**src/rtl/messbauer_pkg.sv**
```systemverilog
// messbauer_pkg: shared types and default thresholds for the saw-tooth channel detector
package messbauer_pkg;

    localparam int SAMPLE_WIDTH = 12;

    localparam logic [SAMPLE_WIDTH-1:0] WRAP_HIGH_DEF = 12'hF00;
    localparam logic [SAMPLE_WIDTH-1:0] WRAP_LOW_DEF  = 12'h0FF;
    localparam logic [SAMPLE_WIDTH-1:0] MAX_STEP_DEF  = 12'd16;

    typedef enum logic [1:0] {
        IDLE,
        TRACK,
        RESYNC
    } state_e;

    typedef enum logic [2:0] {
        CLS_HOLD,
        CLS_RISE_OK,
        CLS_RISE_BIG,
        CLS_WRAP,
        CLS_REVERSE
    } slope_class_e;

endpackage

```
**src/rtl/messbauer_slope_classifier.sv**
```systemverilog
// messbauer_slope_classifier: combinational classification of a new sample against the previous one
// Ports: prev_i/sample_i (12-bit samples) in, class_o (hold/rise_ok/rise_big/wrap/reverse) out.
module messbauer_slope_classifier
    import messbauer_pkg::*;
#(
    parameter logic [SAMPLE_WIDTH-1:0] WRAP_HIGH = WRAP_HIGH_DEF,
    parameter logic [SAMPLE_WIDTH-1:0] WRAP_LOW  = WRAP_LOW_DEF,
    parameter logic [SAMPLE_WIDTH-1:0] MAX_STEP  = MAX_STEP_DEF
) (
    input  logic [SAMPLE_WIDTH-1:0] prev_i,
    input  logic [SAMPLE_WIDTH-1:0] sample_i,
    output slope_class_e            class_o
);

    logic [SAMPLE_WIDTH:0] rise;

    // Extra bit keeps the subtraction from wrapping; only meaningful when sample_i > prev_i.
    assign rise = {1'b0, sample_i} - {1'b0, prev_i};

    always_comb begin
        class_o = sample_i == prev_i ? CLS_HOLD
                : sample_i > prev_i  ? (rise > {1'b0, MAX_STEP} ? CLS_RISE_BIG : CLS_RISE_OK)
                : (prev_i >= WRAP_HIGH && sample_i <= WRAP_LOW) ? CLS_WRAP
                : CLS_REVERSE;
    end

endmodule

```
**src/rtl/messbauer_saw_tooth_channel_detector.sv**
```systemverilog
// messbauer_saw_tooth_channel_detector: tracks a 12-bit saw-tooth ramp and emits velocity channel, strobes and error pulses
// Ports: clk, reset (sync, active-high), sample_value/sample_valid in; channel, channel_valid,
// channel_strobe, period_start, reverse_slope, step_error out (all registered, one-cycle latency).
// Optional MESSBAUER_SAW_TOOTH_PERIOD_MEASURE_EN adds period_length (valid samples per period).
module messbauer_saw_tooth_channel_detector
    import messbauer_pkg::*;
#(
    parameter int                      CHANNEL_BITS = 9,
    parameter logic [SAMPLE_WIDTH-1:0] WRAP_HIGH    = WRAP_HIGH_DEF,
    parameter logic [SAMPLE_WIDTH-1:0] WRAP_LOW     = WRAP_LOW_DEF,
    parameter logic [SAMPLE_WIDTH-1:0] MAX_STEP     = MAX_STEP_DEF
) (
    input  logic                    clk,
    input  logic                    reset,
    input  logic [SAMPLE_WIDTH-1:0] sample_value,
    input  logic                    sample_valid,
    output logic [CHANNEL_BITS-1:0] channel,
    output logic                    channel_valid,
    output logic                    channel_strobe,
    output logic                    period_start,
    output logic                    reverse_slope,
`ifdef MESSBAUER_SAW_TOOTH_PERIOD_MEASURE_EN
    output logic [23:0]             period_length,
`endif
    output logic                    step_error
);

    localparam int SHIFT = SAMPLE_WIDTH - CHANNEL_BITS;

    state_e                  state_q, state_d;
    logic [SAMPLE_WIDTH-1:0] prev_q, prev_d;
    logic [CHANNEL_BITS-1:0] channel_q, channel_d, new_ch;
    logic                    valid_q, valid_d;
    logic                    strobe_q, strobe_d;
    logic                    pstart_q, pstart_d;
    logic                    rev_q, rev_d;
    logic                    step_q, step_d;
    logic                    enter_resync;
    slope_class_e            cls;

    messbauer_slope_classifier #(
        .WRAP_HIGH(WRAP_HIGH),
        .WRAP_LOW (WRAP_LOW),
        .MAX_STEP (MAX_STEP)
    ) u_cls (
        .prev_i  (prev_q),
        .sample_i(sample_value),
        .class_o (cls)
    );

    assign new_ch = CHANNEL_BITS'(sample_value >> SHIFT);

    always_comb begin
        state_d      = state_q;
        prev_d       = prev_q;
        channel_d    = channel_q;
        valid_d      = valid_q;
        strobe_d     = 1'b0;
        pstart_d     = 1'b0;
        rev_d        = 1'b0;
        step_d       = 1'b0;
        enter_resync = 1'b0;
        if (sample_valid) begin
            prev_d = sample_value;
            case (state_q)
                IDLE: begin
                    channel_d = new_ch;
                    valid_d   = 1'b1;
                    strobe_d  = 1'b1;
                    state_d   = TRACK;
                end
                TRACK: begin
                    case (cls)
                        CLS_RISE_OK: begin
                            channel_d = new_ch;
                            strobe_d  = new_ch != channel_q;
                        end
                        CLS_RISE_BIG: begin
                            step_d       = 1'b1;
                            valid_d      = 1'b0;
                            enter_resync = 1'b1;
                            state_d      = RESYNC;
                        end
                        CLS_WRAP: begin
                            channel_d = new_ch;
                            pstart_d  = 1'b1;
                            strobe_d  = 1'b1;
                        end
                        CLS_REVERSE: begin
                            rev_d        = 1'b1;
                            valid_d      = 1'b0;
                            enter_resync = 1'b1;
                            state_d      = RESYNC;
                        end
                        default: ;
                    endcase
                end
                RESYNC: begin
                    if (cls == CLS_WRAP) begin
                        channel_d = new_ch;
                        valid_d   = 1'b1;
                        pstart_d  = 1'b1;
                        strobe_d  = 1'b1;
                        state_d   = TRACK;
                    end
                end
                default: state_d = IDLE;
            endcase
        end
    end

    always_ff @(posedge clk) begin
        if (reset) begin
            state_q   <= IDLE;
            prev_q    <= '0;
            channel_q <= '0;
            valid_q   <= 1'b0;
            strobe_q  <= 1'b0;
            pstart_q  <= 1'b0;
            rev_q     <= 1'b0;
            step_q    <= 1'b0;
        end else begin
            state_q   <= state_d;
            prev_q    <= prev_d;
            channel_q <= channel_d;
            valid_q   <= valid_d;
            strobe_q  <= strobe_d;
            pstart_q  <= pstart_d;
            rev_q     <= rev_d;
            step_q    <= step_d;
        end
    end

`ifdef MESSBAUER_SAW_TOOTH_PERIOD_MEASURE_EN
    logic [23:0] cnt_q, cnt_d, len_q, len_d;

    // The wrapping sample is the first sample of the new period, so the count restarts at 1.
    always_comb begin
        cnt_d = cnt_q;
        len_d = len_q;
        if (sample_valid) begin
            cnt_d = (state_q == IDLE || pstart_d) ? 24'd1
                  : enter_resync                  ? 24'd0
                  : &cnt_q                        ? cnt_q
                  : cnt_q + 24'd1;
            len_d = pstart_d ? cnt_q : enter_resync ? 24'd0 : len_q;
        end
    end

    always_ff @(posedge clk) begin
        if (reset) begin
            cnt_q <= '0;
            len_q <= '0;
        end else begin
            cnt_q <= cnt_d;
            len_q <= len_d;
        end
    end

    assign period_length = len_q;
`endif

    assign channel        = channel_q;
    assign channel_valid  = valid_q;
    assign channel_strobe = strobe_q;
    assign period_start   = pstart_q;
    assign reverse_slope  = rev_q;
    assign step_error     = step_q;

endmodule

```
**config.mk**
```make
export PLATFORM = sky130hd
export DESIGN_NAME = messbauer_saw_tooth_channel_detector
export DESIGN_NICKNAME = d
export VERILOG_FILES = /design/src/rtl/messbauer_pkg.sv /design/src/rtl/messbauer_slope_classifier.sv /design/src/rtl/messbauer_saw_tooth_channel_detector.sv
export SDC_FILE = /design/constraint.sdc
export NUM_CORES = 1
export LEC_CHECK = 0
export BUFFER_PORTS_ARGS = -buffer_cell sky130_fd_sc_hd__buf_4
export CORE_ASPECT_RATIO = 0.75
export CORE_UTILIZATION = 25
export CTS_CLUSTER_DIAMETER = 40
export DETAILED_ROUTE_END_ITERATION = 8
export PLACE_DENSITY = 0.38
export REMOVE_ABC_BUFFERS = 1
export SLEW_MARGIN = 20
export SYNTH_ARGS = -nofsm -noshare
export SYNTH_HDL_FRONTEND = slang
export SYNTH_SLANG_ARGS = --single-unit
```
**constraint.sdc**
```tcl
create_clock -name clk -period 3.99 [get_ports clk]
set_input_delay 0.1995 -clock clk [delete_from_list [all_inputs] [get_ports clk]]
set_output_delay 0.1995 -clock clk [all_outputs]
set_load 0.1 [all_outputs]
```
==> results of run 1 <==
## final cells by class
type / count / area share, %
Sequential cell: 28 / 22.9
Timing Repair Buffer: 28 / 8.58
Multi-Input combinational cell: 191 / 57.0
Clock buffer: 3 / 1.69
Inverter: 21 / 3.22
Clock inverter: 1 / 1.23
Tap cell: 105 / 5.36
## per-layer routing
| metal | GRT usage [%] | vias to the layer above |
|---|---|---|
| li1 | - | 950 |
| met1 | 20.5 | 852 |
| met2 | 20.7 | 36 |
| met3 | 2.57 | 2 |
| met4 | 2.47 | 0 |
| met5 | 0 | - |
## stage by stage
| step | setup WS (ns) | instance area (µm²) | std cells |
|---|---|---|---|
| floorplan | 1.15 | 2040 | 240 |
| global placement | 0.872 | 2380 | 373 |
| detailed placement | 0.857 | 2380 | 373 |
| CTS | 0.816 | 2450 | 377 |
| global route | 0.595 | 2450 | 377 |
| finish | 0.806 | 2450 | 377 |
## power by group
part | total [mW] | switching [mW] | internal [mW]
Clock | 0.244 | 0.109 | 0.135
Combinational | 0.320 | 0.212 | 0.108
Sequential | 0.314 | 0.0148 | 0.299
Total | 0.878 | 0.336 | 0.542
## state kept, by name (all words and copies together), names as in the netlist
name and flops:
step_error 1, channel_strobe 1, channel_valid 1, period_start 1, state_q 2, reverse_slope 1
channel 9, prev_q 12
## worst register-to-register path: cells and delay by family, from the launching register on
family / cells / cell delay [ns]
AO/OA/AOI/OAI: 5 / 1.22
adder cells (fa/ha/maj): 1 / 0.39
buffers and inverters: 1 / 0.04
AND/OR/NAND/NOR: 3 / 1.12
flip-flops: 1 / 0.35
## worst max-delay path by stage
| stage | from | to | slack, ns | depth (start not counted) |
|---|---|---|---|---|
| after floorplan | prev_q[4]$_SDFFE_PP0P_ | state_q[1]$_SDFFE_PP0P_ | 1.15 | 10 |
| after global placement | sample_value[4] | channel[6]$_SDFFE_PP0P_ | 0.87 | 10 |
| after detailed placement | sample_value[4] | channel[5]$_SDFFE_PP0P_ | 0.86 | 10 |
| after CTS | prev_q[4]$_SDFFE_PP0P_ | channel[5]$_SDFFE_PP0P_ | 0.82 | 10 |
| after global routing | prev_q[4]$_SDFFE_PP0P_ | channel[5]$_SDFFE_PP0P_ | 0.60 | 10 |
| final | prev_q[4]$_SDFFE_PP0P_ | channel[5]$_SDFFE_PP0P_ | 0.81 | 10 |
## cell usage after synthesis (2+ instances only)
cell type                   n
sky130_fd_sc_hd__nor2b_1    4
sky130_fd_sc_hd__xor2_1     3
sky130_fd_sc_hd__a311oi_1   2
sky130_fd_sc_hd__inv_1     21
sky130_fd_sc_hd__o31a_1     2
sky130_fd_sc_hd__nand2_1   12
sky130_fd_sc_hd__nand2b_1   2
sky130_fd_sc_hd__o21bai_1   2
sky130_fd_sc_hd__dfxtp_1   28
sky130_fd_sc_hd__nor2_1    20
sky130_fd_sc_hd__a211oi_2   2
sky130_fd_sc_hd__ha_1      17
sky130_fd_sc_hd__nand4_1    2
sky130_fd_sc_hd__nand3_1   13
sky130_fd_sc_hd__o211ai_1   2
sky130_fd_sc_hd__mux2i_1   12
sky130_fd_sc_hd__or2_2      3
sky130_fd_sc_hd__a31oi_1    3
sky130_fd_sc_hd__a21oi_1   22
sky130_fd_sc_hd__nor4bb_1   2
sky130_fd_sc_hd__nor4_1     3
sky130_fd_sc_hd__a211oi_1   5
sky130_fd_sc_hd__nand3b_1   3
sky130_fd_sc_hd__clkbuf_1   5
sky130_fd_sc_hd__xnor2_1    7
sky130_fd_sc_hd__o21ai_0   18
sky130_fd_sc_hd__and3_1     3
sky130_fd_sc_hd__a21o_1     3
sky130_fd_sc_hd__and2_2     2
sky130_fd_sc_hd__nor3_1     2
sky130_fd_sc_hd__buf_1      2
## kinds of logic after synthesis
kind of cell | Yosys count | synth area share [%]
fa+ha+maj | 17 | 10.2
buf+inv | 30 | 5.67
mux | 13 | 6.33
compound gates | 72 | 24.5
xor+xnor | 10 | 4.22
flops | 28 | 27.0
simple gates | 79 | 22.0
==> summary.log, run 1 <==
qor: critical_path.worstSetupEndpointType flip-flop
qor: route.detail_route.first_pass.iterations 4
qor: layout.num-fill-cells 862
qor: layout.diodes 0
qor: route.drcViolationCount 0
qor: sta.worst_slew_margin_rel 52.4%
qor: sta.finalWorstPathRequiredPeriod 3.18 ns
qor: clocking.cts_resized 0
qor: sta.final-setup-viol-count 0
qor: floorplanning.die_x_extent 107 µm
qor: worst_hold_path.holdPathStages 3
qor: worst_hold_path.timing.hold.worst.class in2reg
qor: clocking.cts.sink_count 28
qor: sta.hold_ws 0.147 ns
qor: sta.hold_viol_final 0
qor: placed_design.hpwlAfterDp 4160 µm
qor: sta.finalCritPeriodShare 79.8%
qor: yosys.synth_top_area_share 27.0%
qor: sta.worst-slew-pin-transition 0.713 ns
qor: worst_hold_path.min_delay_worst_endpoint prev_q[0]$_SDFFE_PP0P_
qor: critical_path.r2r-end channel[5]$_SDFFE_PP0P_
qor: critical_path.worst_ep_arrival_time 3.41 ns
qor: clocking.clock_latency 0.29 ns
qor: layout.mostFrequentLayoutCells 28 x sky130_fd_sc_hd__dfxtp_1, 28 x sky130_fd_sc_hd__buf_4, 22 x sky130_fd_sc_hd__a21oi_1
qor: global_routing.grt_overflow 0
qor: critical_path.crit_path_max_incr_delay 0.46 ns
qor: route.route.vias.total 1,840
qor: yosys.cell_area_after_synthesis 0.00208 mm²
qor: yosys.postSynthCellCount 249
qor: placed_design.port-buffer-count 28
qor: power.p_leak 1.01 nW
qor: clocking.number_of_clock_buffers_inserted_by_tritoncts 3
qor: floorplanning.dieArea 0.00868 mm²
qor: critical_path.worst-setup-path-type reg2reg
qor: yosys.postSynth.asyncResetShare 0%
qor: critical_path.worst_reg_to_reg_setup_slack 0.81 ns
qor: floorplanning.core-area 0.00795 mm²
qor: yosys.per_instance_average_area_after_synthesis 8.34 µm²
qor: clocking.clock_tree.htree_level_count 1
qor: route.met2WireLength 2190 µm
qor: route.post_drt_wl_per_cell 14.7 µm
qor: yosys.postSynthRegisterBits 28
qor: global_routing.grt_usage 13.8%
qor: job.cap_viol_max_count 0
qor: yosys.number_of_synthesized_flops_with_an_enable_pin 0
qor: yosys.synth_largest_area_cell sky130_fd_sc_hd__dfxtp_1
qor: critical_path.category_of_cells_accounting_for_the_largest_share_of_critical_path_delay compound AO/OA/AOI/OAI gates
qor: power.report.power.total 0.878 mW
qor: layout.final-seq-area 561 µm²
qor: global_routing.grt_antenna_before_repair 0
qor: floorplanning.num_io_pins 29
qor: critical_path.r2r_cells 10
qor: route.met1Wirelength 3080 µm
qor: yosys.synthesis.yosys.warnings 0
qor: critical_path.timing.critical_path.cells inv_1, ha_1, and2_4, a311oi_4, a211oi_2, or4_4, a221oi_4, and4b_1, o21ai_0, a21oi_1
qor: clocking.cts_tree built
qor: global_routing.wire_length_of_the_first_global_routing_pass 9290 µm
qor: critical_path.critical_path_s_slowest_cell sky130_fd_sc_hd__and4b_1
qor: worst_hold_path.hold_path_startpoint sample_value[0]
qor: global_routing.grt_max_degree 27
qor: sta.setup_total_negative_slack 0 ns
qor: layout.final_net_count 305
qor: clocking.hold_buffers 0
qor: critical_path.startpoint_type flip-flop
qor: yosys.synth_ff_type sky130_fd_sc_hd__dfxtp_1
qor: global_routing.via_count_of_the_first_global_routing_pass 1,763
qor: floorplanning.starting_density 26.1%
qor: critical_path.critical_path_buffer_and_inverter_count 1
qor: sta.finalClockSkew 0.00591 ns
qor: route.topRoutingLayerUsed met4
qor: layout.fraction_of_the_core_area_covered_by_cells_at_the_end_of_the_flow 30.8%
qor: power.vdd.ir_drop.worst 158 µV
qor: critical_path.critical_path_peak_fanout 9
qor: sta.maxClockFrequency 314 MHz
qor: critical_path.beginning_of_the_worst_register_to_register_path prev_q[4]$_SDFFE_PP0P_
qor: layout.area_overhead_vs_synth 18.0%
qor: run_status.run_status completed
qor: sta.unrepaired_setup_endpoints_after_global_routing false
qor: yosys.yosysSeqAreaShare 27.0%
qor: yosys.synthDistinctLibCells 53
qor: route.detailroute.wirelength.met3 235 µm
qor: route.initialDrtViolationCount 102
qor: route.routed_via_density 4.88
qor: floorplanning.num_rows 28
qor: floorplanning.dieHeight 80.9 µm
qor: route.postRouteWirelength 5550 µm
qor: sta.slew_viol_final 0
qor: layout.drive_gt1_share 19.1%
qor: clocking.cts.reportedPaths.clkPinSlew 0.12 ns
qor: clocking.cts_root_buf sky130_fd_sc_hd__clkbuf_8
qor: power.power.density_cell_area 358 mW/mm²
qor: route.antenna_violating_nets_post_route 0
qor: critical_path.worst-endpoint-required 4.22 ns
qor: clocking.clock_tree.buffer_depth 2
qor: layout.multi_input_gate_area 0.00140 mm²
qor: yosys.ys_top_cells_by_area sky130_fd_sc_hd__dfxtp_1 27%, sky130_fd_sc_hd__ha_1 10%, sky130_fd_sc_hd__mux2i_1 5.8%
qor: clocking.post_cts.repair.setup_buffers 0
qor: placed_design.place_congestion 0.765
(Power assumes the default switching activity.)
==> run 2, diff against run 1 <==
--- a/config.mk
+++ b/config.mk
@@ -5,12 +5,13 @@
 export SDC_FILE = /design/constraint.sdc
 export NUM_CORES = 1
 export LEC_CHECK = 0
+export ABC_AREA = 1
 export BUFFER_PORTS_ARGS = -buffer_cell sky130_fd_sc_hd__buf_4
 export CORE_ASPECT_RATIO = 0.75
 export CORE_UTILIZATION = 25
 export CTS_CLUSTER_DIAMETER = 40
 export DETAILED_ROUTE_END_ITERATION = 8
-export PLACE_DENSITY = 0.38
+export PLACE_DENSITY = 0.39
 export REMOVE_ABC_BUFFERS = 1
 export SLEW_MARGIN = 20
 export SYNTH_ARGS = -nofsm -noshare
==> constraint.sdc (replaced) <==
create_clock -name clk -period 2.8 [get_ports clk]
set_input_delay 0.14 -clock clk [delete_from_list [all_inputs] [get_ports clk]]
set_output_delay 0.14 -clock clk [all_outputs]
set_load 0.1 [all_outputs]
==> summary.log, run 2 <==
qor: layout.final_net_count 415 [was 305]
qor: power.p_clk_share 25.9% [was 27.8%]
qor: critical_path.worst-endpoint-required 2.97 ns [was 4.22 ns]
qor: critical_path.crit_path_max_incr_delay 0.38 ns [was 0.46 ns]
qor: sta.worst-slew-pin-transition 0.704 ns [was 0.713 ns]
qor: yosys.synth_largest_area_cell sky130_fd_sc_hd__dfxtp_1 [unchanged]
qor: power.report.power.total 1.41 mW [was 0.878 mW]
qor: clocking.cts_resized 0 [unchanged]
qor: critical_path.critical_path_buffer_and_inverter_count 1 [unchanged]
qor: layout.drive_gt1_share 12.3% [was 19.1%]
qor: route.initialDrtViolationCount 97 [was 102]
qor: critical_path.critical_path_s_slowest_cell sky130_fd_sc_hd__o21bai_4 [was sky130_fd_sc_hd__and4b_1]
qor: floorplanning.core-area 0.00845 mm² [was 0.00795 mm²]
qor: clocking.clock_latency 0.27 ns [was 0.29 ns]
qor: placed_design.hpwlAfterDp 4860 µm [was 4160 µm]
qor: layout.mostFrequentLayoutCells 104 x sky130_fd_sc_hd__nand2_1, 64 x sky130_fd_sc_hd__inv_1, 32 x sky130_fd_sc_hd__nor2_1 [was 28 x sky130_fd_sc_hd__dfxtp_1, 28 x sky130_fd_sc_hd__buf_4, 22 x sky130_fd_sc_hd__a21oi_1]
qor: power.pwr-share-seq 32.8% [was 35.8%]
qor: power.swShare 41.1% [was 38.3%]
qor: clocking.hold_buffers 0 [unchanged]
qor: yosys.synth_top_area_share 25.8% [was 27.0%]
qor: yosys.postSynthRegisterBits 28 [unchanged]
qor: route.routed_via_density 4.36 [was 4.88]
qor: yosys.number_of_synthesized_flops_with_an_enable_pin 0 [unchanged]
qor: placed_design.port-buffer-count 28 [unchanged]
qor: yosys.postSynthCellCount 356 [was 249]
qor: run_status.run_status completed [unchanged]
qor: floorplanning.die_x_extent 110 µm [was 107 µm]
qor: clocking.cts.sink_count 28 [unchanged]
qor: critical_path.timing.critical_path.cells inv_1, ha_1, a21oi_1, nand2_1, nand2_1, nand3b_1, nand2_1, nand2_1, nor2_2, nand3_2, o21bai_4, nand3_1, nand2_1, nor2_1 [was inv_1, ha_1, and2_4, a311oi_4, a211oi_2, or4_4, a221oi_4, and4b_1, o21ai_0, a21oi_1]
qor: sta.finalClockSkew 0.00381 ns [was 0.00591 ns]
qor: power.vdd.ir_drop.worst 298 µV [was 158 µV]
qor: clocking.clock_tree.buffer_depth 2 [unchanged]
qor: clocking.cts_root_buf sky130_fd_sc_hd__clkbuf_16 [was sky130_fd_sc_hd__clkbuf_8]
qor: layout.largest_register_ffs 12 [unchanged]
qor: floorplanning.dieHeight 82.8 µm [was 80.9 µm]
qor: critical_path.worstSetupEndpointType flip-flop [unchanged]
qor: critical_path.worst_ep_arrival_time 2.57 ns [was 3.41 ns]
qor: clocking.cts.reportedPaths.clkPinSlew 0.07 ns [was 0.12 ns]
qor: yosys.cell_area_after_synthesis 0.00218 mm² [was 0.00208 mm²]
qor: power.pwr-share-comb 41.3% [was 36.5%]
qor: sta.hold_viol_final 0 [unchanged]
qor: job.cap_viol_max_count 0 [unchanged]
qor: global_routing.grt_overflow 0 [unchanged]
qor: route.route.vias.total 2,134 [was 1,840]
qor: sta.setup_total_negative_slack 0 ns [unchanged]
qor: layout.finalInstanceArea 0.00257 mm² [was 0.00245 mm²]
qor: yosys.synthDistinctLibCells 24 [was 53]
qor: clocking.post_cts.repair.setup_buffers 0 [unchanged]
qor: route.postRouteWirelength 5880 µm [was 5550 µm]
qor: global_routing.grt_antenna_before_repair 0 [unchanged]
qor: yosys.synthMostInstantiatedCell sky130_fd_sc_hd__nand2_1 [was sky130_fd_sc_hd__dfxtp_1]
qor: power.p_leak 1.36 nW [was 1.01 nW]
qor: floorplanning.num_io_pins 29 [unchanged]
qor: yosys.synth_ff_type sky130_fd_sc_hd__dfxtp_1 [unchanged]
qor: yosys.yosys-top-cells-count 104 x sky130_fd_sc_hd__nand2_1, 64 x sky130_fd_sc_hd__inv_1, 32 x sky130_fd_sc_hd__nor2_1, 30 x sky130_fd_sc_hd__a21oi_1, 28 x sky130_fd_sc_hd__dfxtp_1 [was 28 x sky130_fd_sc_hd__dfxtp_1, 22 x sky130_fd_sc_hd__a21oi_1, 21 x sky130_fd_sc_hd__inv_1, 20 x sky130_fd_sc_hd__nor2_1, 18 x sky130_fd_sc_hd__o21ai_0]
qor: floorplanning.dieArea 0.00908 mm² [was 0.00868 mm²]
qor: placed_design.place_congestion 0.803 [was 0.765]
qor: power.cellInternalPower 0.830 mW [was 0.542 mW]
qor: sta.unrepaired_setup_endpoints_after_global_routing false [unchanged]
qor: sta.worst_slew_margin_rel 53.0% [was 52.4%]
qor: route.detail_route.first_pass.iterations 4 [unchanged]
qor: clocking.cts_tree built [unchanged]
qor: yosys.yosysSeqAreaShare 25.8% [was 27.0%]
qor: layout.leading_cell_type_in_the_layout_fill_and_taps_excluded sky130_fd_sc_hd__nand2_1
qor: global_routing.via_count_of_the_first_global_routing_pass 1,840 [was 1,763]
qor: sta.maxClockFrequency 415 MHz [was 314 MHz]
qor: power.power.density_cell_area 548 mW/mm² [was 358 mW/mm²]
qor: power.netSwitchingPower 0.581 mW [was 0.336 mW]
qor: critical_path.critical_path_peak_fanout 18 [was 9]
qor: yosys.synthesis.yosys.warnings 0 [unchanged]
qor: placed_design.placed_standard_cell_area 0.00249 mm² [was 0.00238 mm²]
qor: clocking.number_of_clock_buffers_inserted_by_tritoncts 3 [unchanged]
qor: placed_design.pre_cts_slack 0.388 ns [was 0.857 ns]
qor: global_routing.wire_length_of_the_first_global_routing_pass 9480 µm [was 9290 µm]
qor: route.drcViolationCount 0 [unchanged]
qor: sta.slew_viol_final 0 [unchanged]
qor: critical_path.worst-setup-path-type reg2reg [unchanged]
qor: yosys.per_instance_average_area_after_synthesis 6.11 µm² [was 8.34 µm²]
qor: sta.final-setup-viol-count 0 [unchanged]
qor: layout.area_overhead_vs_synth 18.3% [was 18.0%]
qor: layout.max_flop_register prev_q [unchanged]
qor: global_routing.grt_usage 13.8% [about the same]
qor: floorplanning.num_rows 29 [was 28]
qor: clocking.clock_tree.htree_level_count 1 [unchanged]
qor: yosys.ys_top_cells_by_area sky130_fd_sc_hd__dfxtp_1 26%, sky130_fd_sc_hd__nand2_1 18%, sky130_fd_sc_hd__inv_1 11% [was sky130_fd_sc_hd__dfxtp_1 27%, sky130_fd_sc_hd__ha_1 10%, sky130_fd_sc_hd__mux2i_1 5.8%]
qor: global_routing.grt_max_degree 24 [was 27]
qor: yosys.postSynth.asyncResetShare 0% [unchanged]
qor: route.post_drt_wl_per_cell 12.0 µm [was 14.7 µm]
qor: worst_hold_path.timing.hold.worst.class in2reg [unchanged]
qor: route.antenna_violating_nets_post_route 0 [unchanged]
qor: critical_path.startpoint_type flip-flop [unchanged]
qor: sta.hold_ws 0.0407 ns [was 0.147 ns]
qor: layout.diodes 0 [unchanged]
qor: critical_path.cp_common_cell sky130_fd_sc_hd__nand2_1
qor: floorplanning.starting_density 25.7% [was 26.1%]
qor: sta.finalCritPeriodShare 86.0% [was 79.8%]
qor: sta.finalWorstPathRequiredPeriod 2.41 ns [was 3.18 ns]
qor: sta.final_critical_path_setup_slack 0.393 ns [was 0.806 ns]
qor: critical_path.category_of_cells_accounting_for_the_largest_share_of_critical_path_delay simple AND/OR/NAND/NOR gates [was compound AO/OA/AOI/OAI gates]
[run 2: cell types whose count changed in the layout (fill, tap and decap cells not counted), sizes merged, moves of 4 or more]
| cell | delta |
|---|---|
| inv | +43 |
| o21ai | -4 |
| a21o | -4 |
| nor4 | -4 |
| a21oi | +7 |
| mux2i | -12 |
| nor2 | +15 |
| a211oi | -7 |
| nand3 | +13 |
| nor2b | -4 |
| nand4 | +4 |
| nand2 | +96 |
[run 2: cell families (layout without fill, tap and decap cells)]
group                      after synthesis  after routing  share of synthesized area, %
adders and majority gates               17             17                          9.78
and+or+nand+nor                        186            186                          37.0
buffers and inverters                   71             97                          13.0
AOI/OAI and AO/OA                       50             50                          12.9
DFF                                     28             28                          25.8
xor gates and xnor gates                 4              4                          1.61
[run 2: cell type report]
class	instances	area, µm²
multi-input cells	257	1330
inverters	64	240
repair buffers	29	218
flip-flops and latches	28	561
fillers	958	5880
well taps	108	135
clock buffers	4	88.8
[run 2: path summary, 6_finish.rpt]
check	startpoint	to	slack (ns)	cells after the start
max	prev_q[2]$_SDFFE_PP0P_	channel[6]$_SDFFE_PP0P_	0.39	14
min	reset	channel_valid$_SDFFE_PP0P_	0.04	2
max reg2reg	prev_q[2]$_SDFFE_PP0P_	channel[6]$_SDFFE_PP0P_	0.39	14
min reg2reg	channel_valid$_SDFFE_PP0P_	channel_valid$_SDFFE_PP0P_	0.46	2
[run 2: layer usage]
metal | up-vias | part of all wire [%] | track usage (%)
li1 | 1166 | - | -
met2 | 44 | 39 | 19.9
met1 | 924 | 55 | 21.2
met3 | 0 | 5.9 | 3.43
met5 | - | 0 | 0
met4 | 0 | 0 | 0.800
[run 2: power by group through the flow]
stage	clock, mW	combinational, mW	sequential (mW)
after global routing	0.402	0.650	0.470
after global placement	0	0.590	0.473
after detailed placement	0	0.584	0.473
after CTS	0.377	0.587	0.464
after floorplan	0	0.299	0.612
final	0.365	0.582	0.463
[run 2: through the flow]
| step | util, % | instances |
|---|---|---|
| finish | 30.5 | 490 |
| global route | 30.5 | 490 |
| CTS | 30.5 | 490 |
| detailed placement | 29.4 | 486 |
| global placement | 29.4 | 486 |
| floorplan | - | 349 |
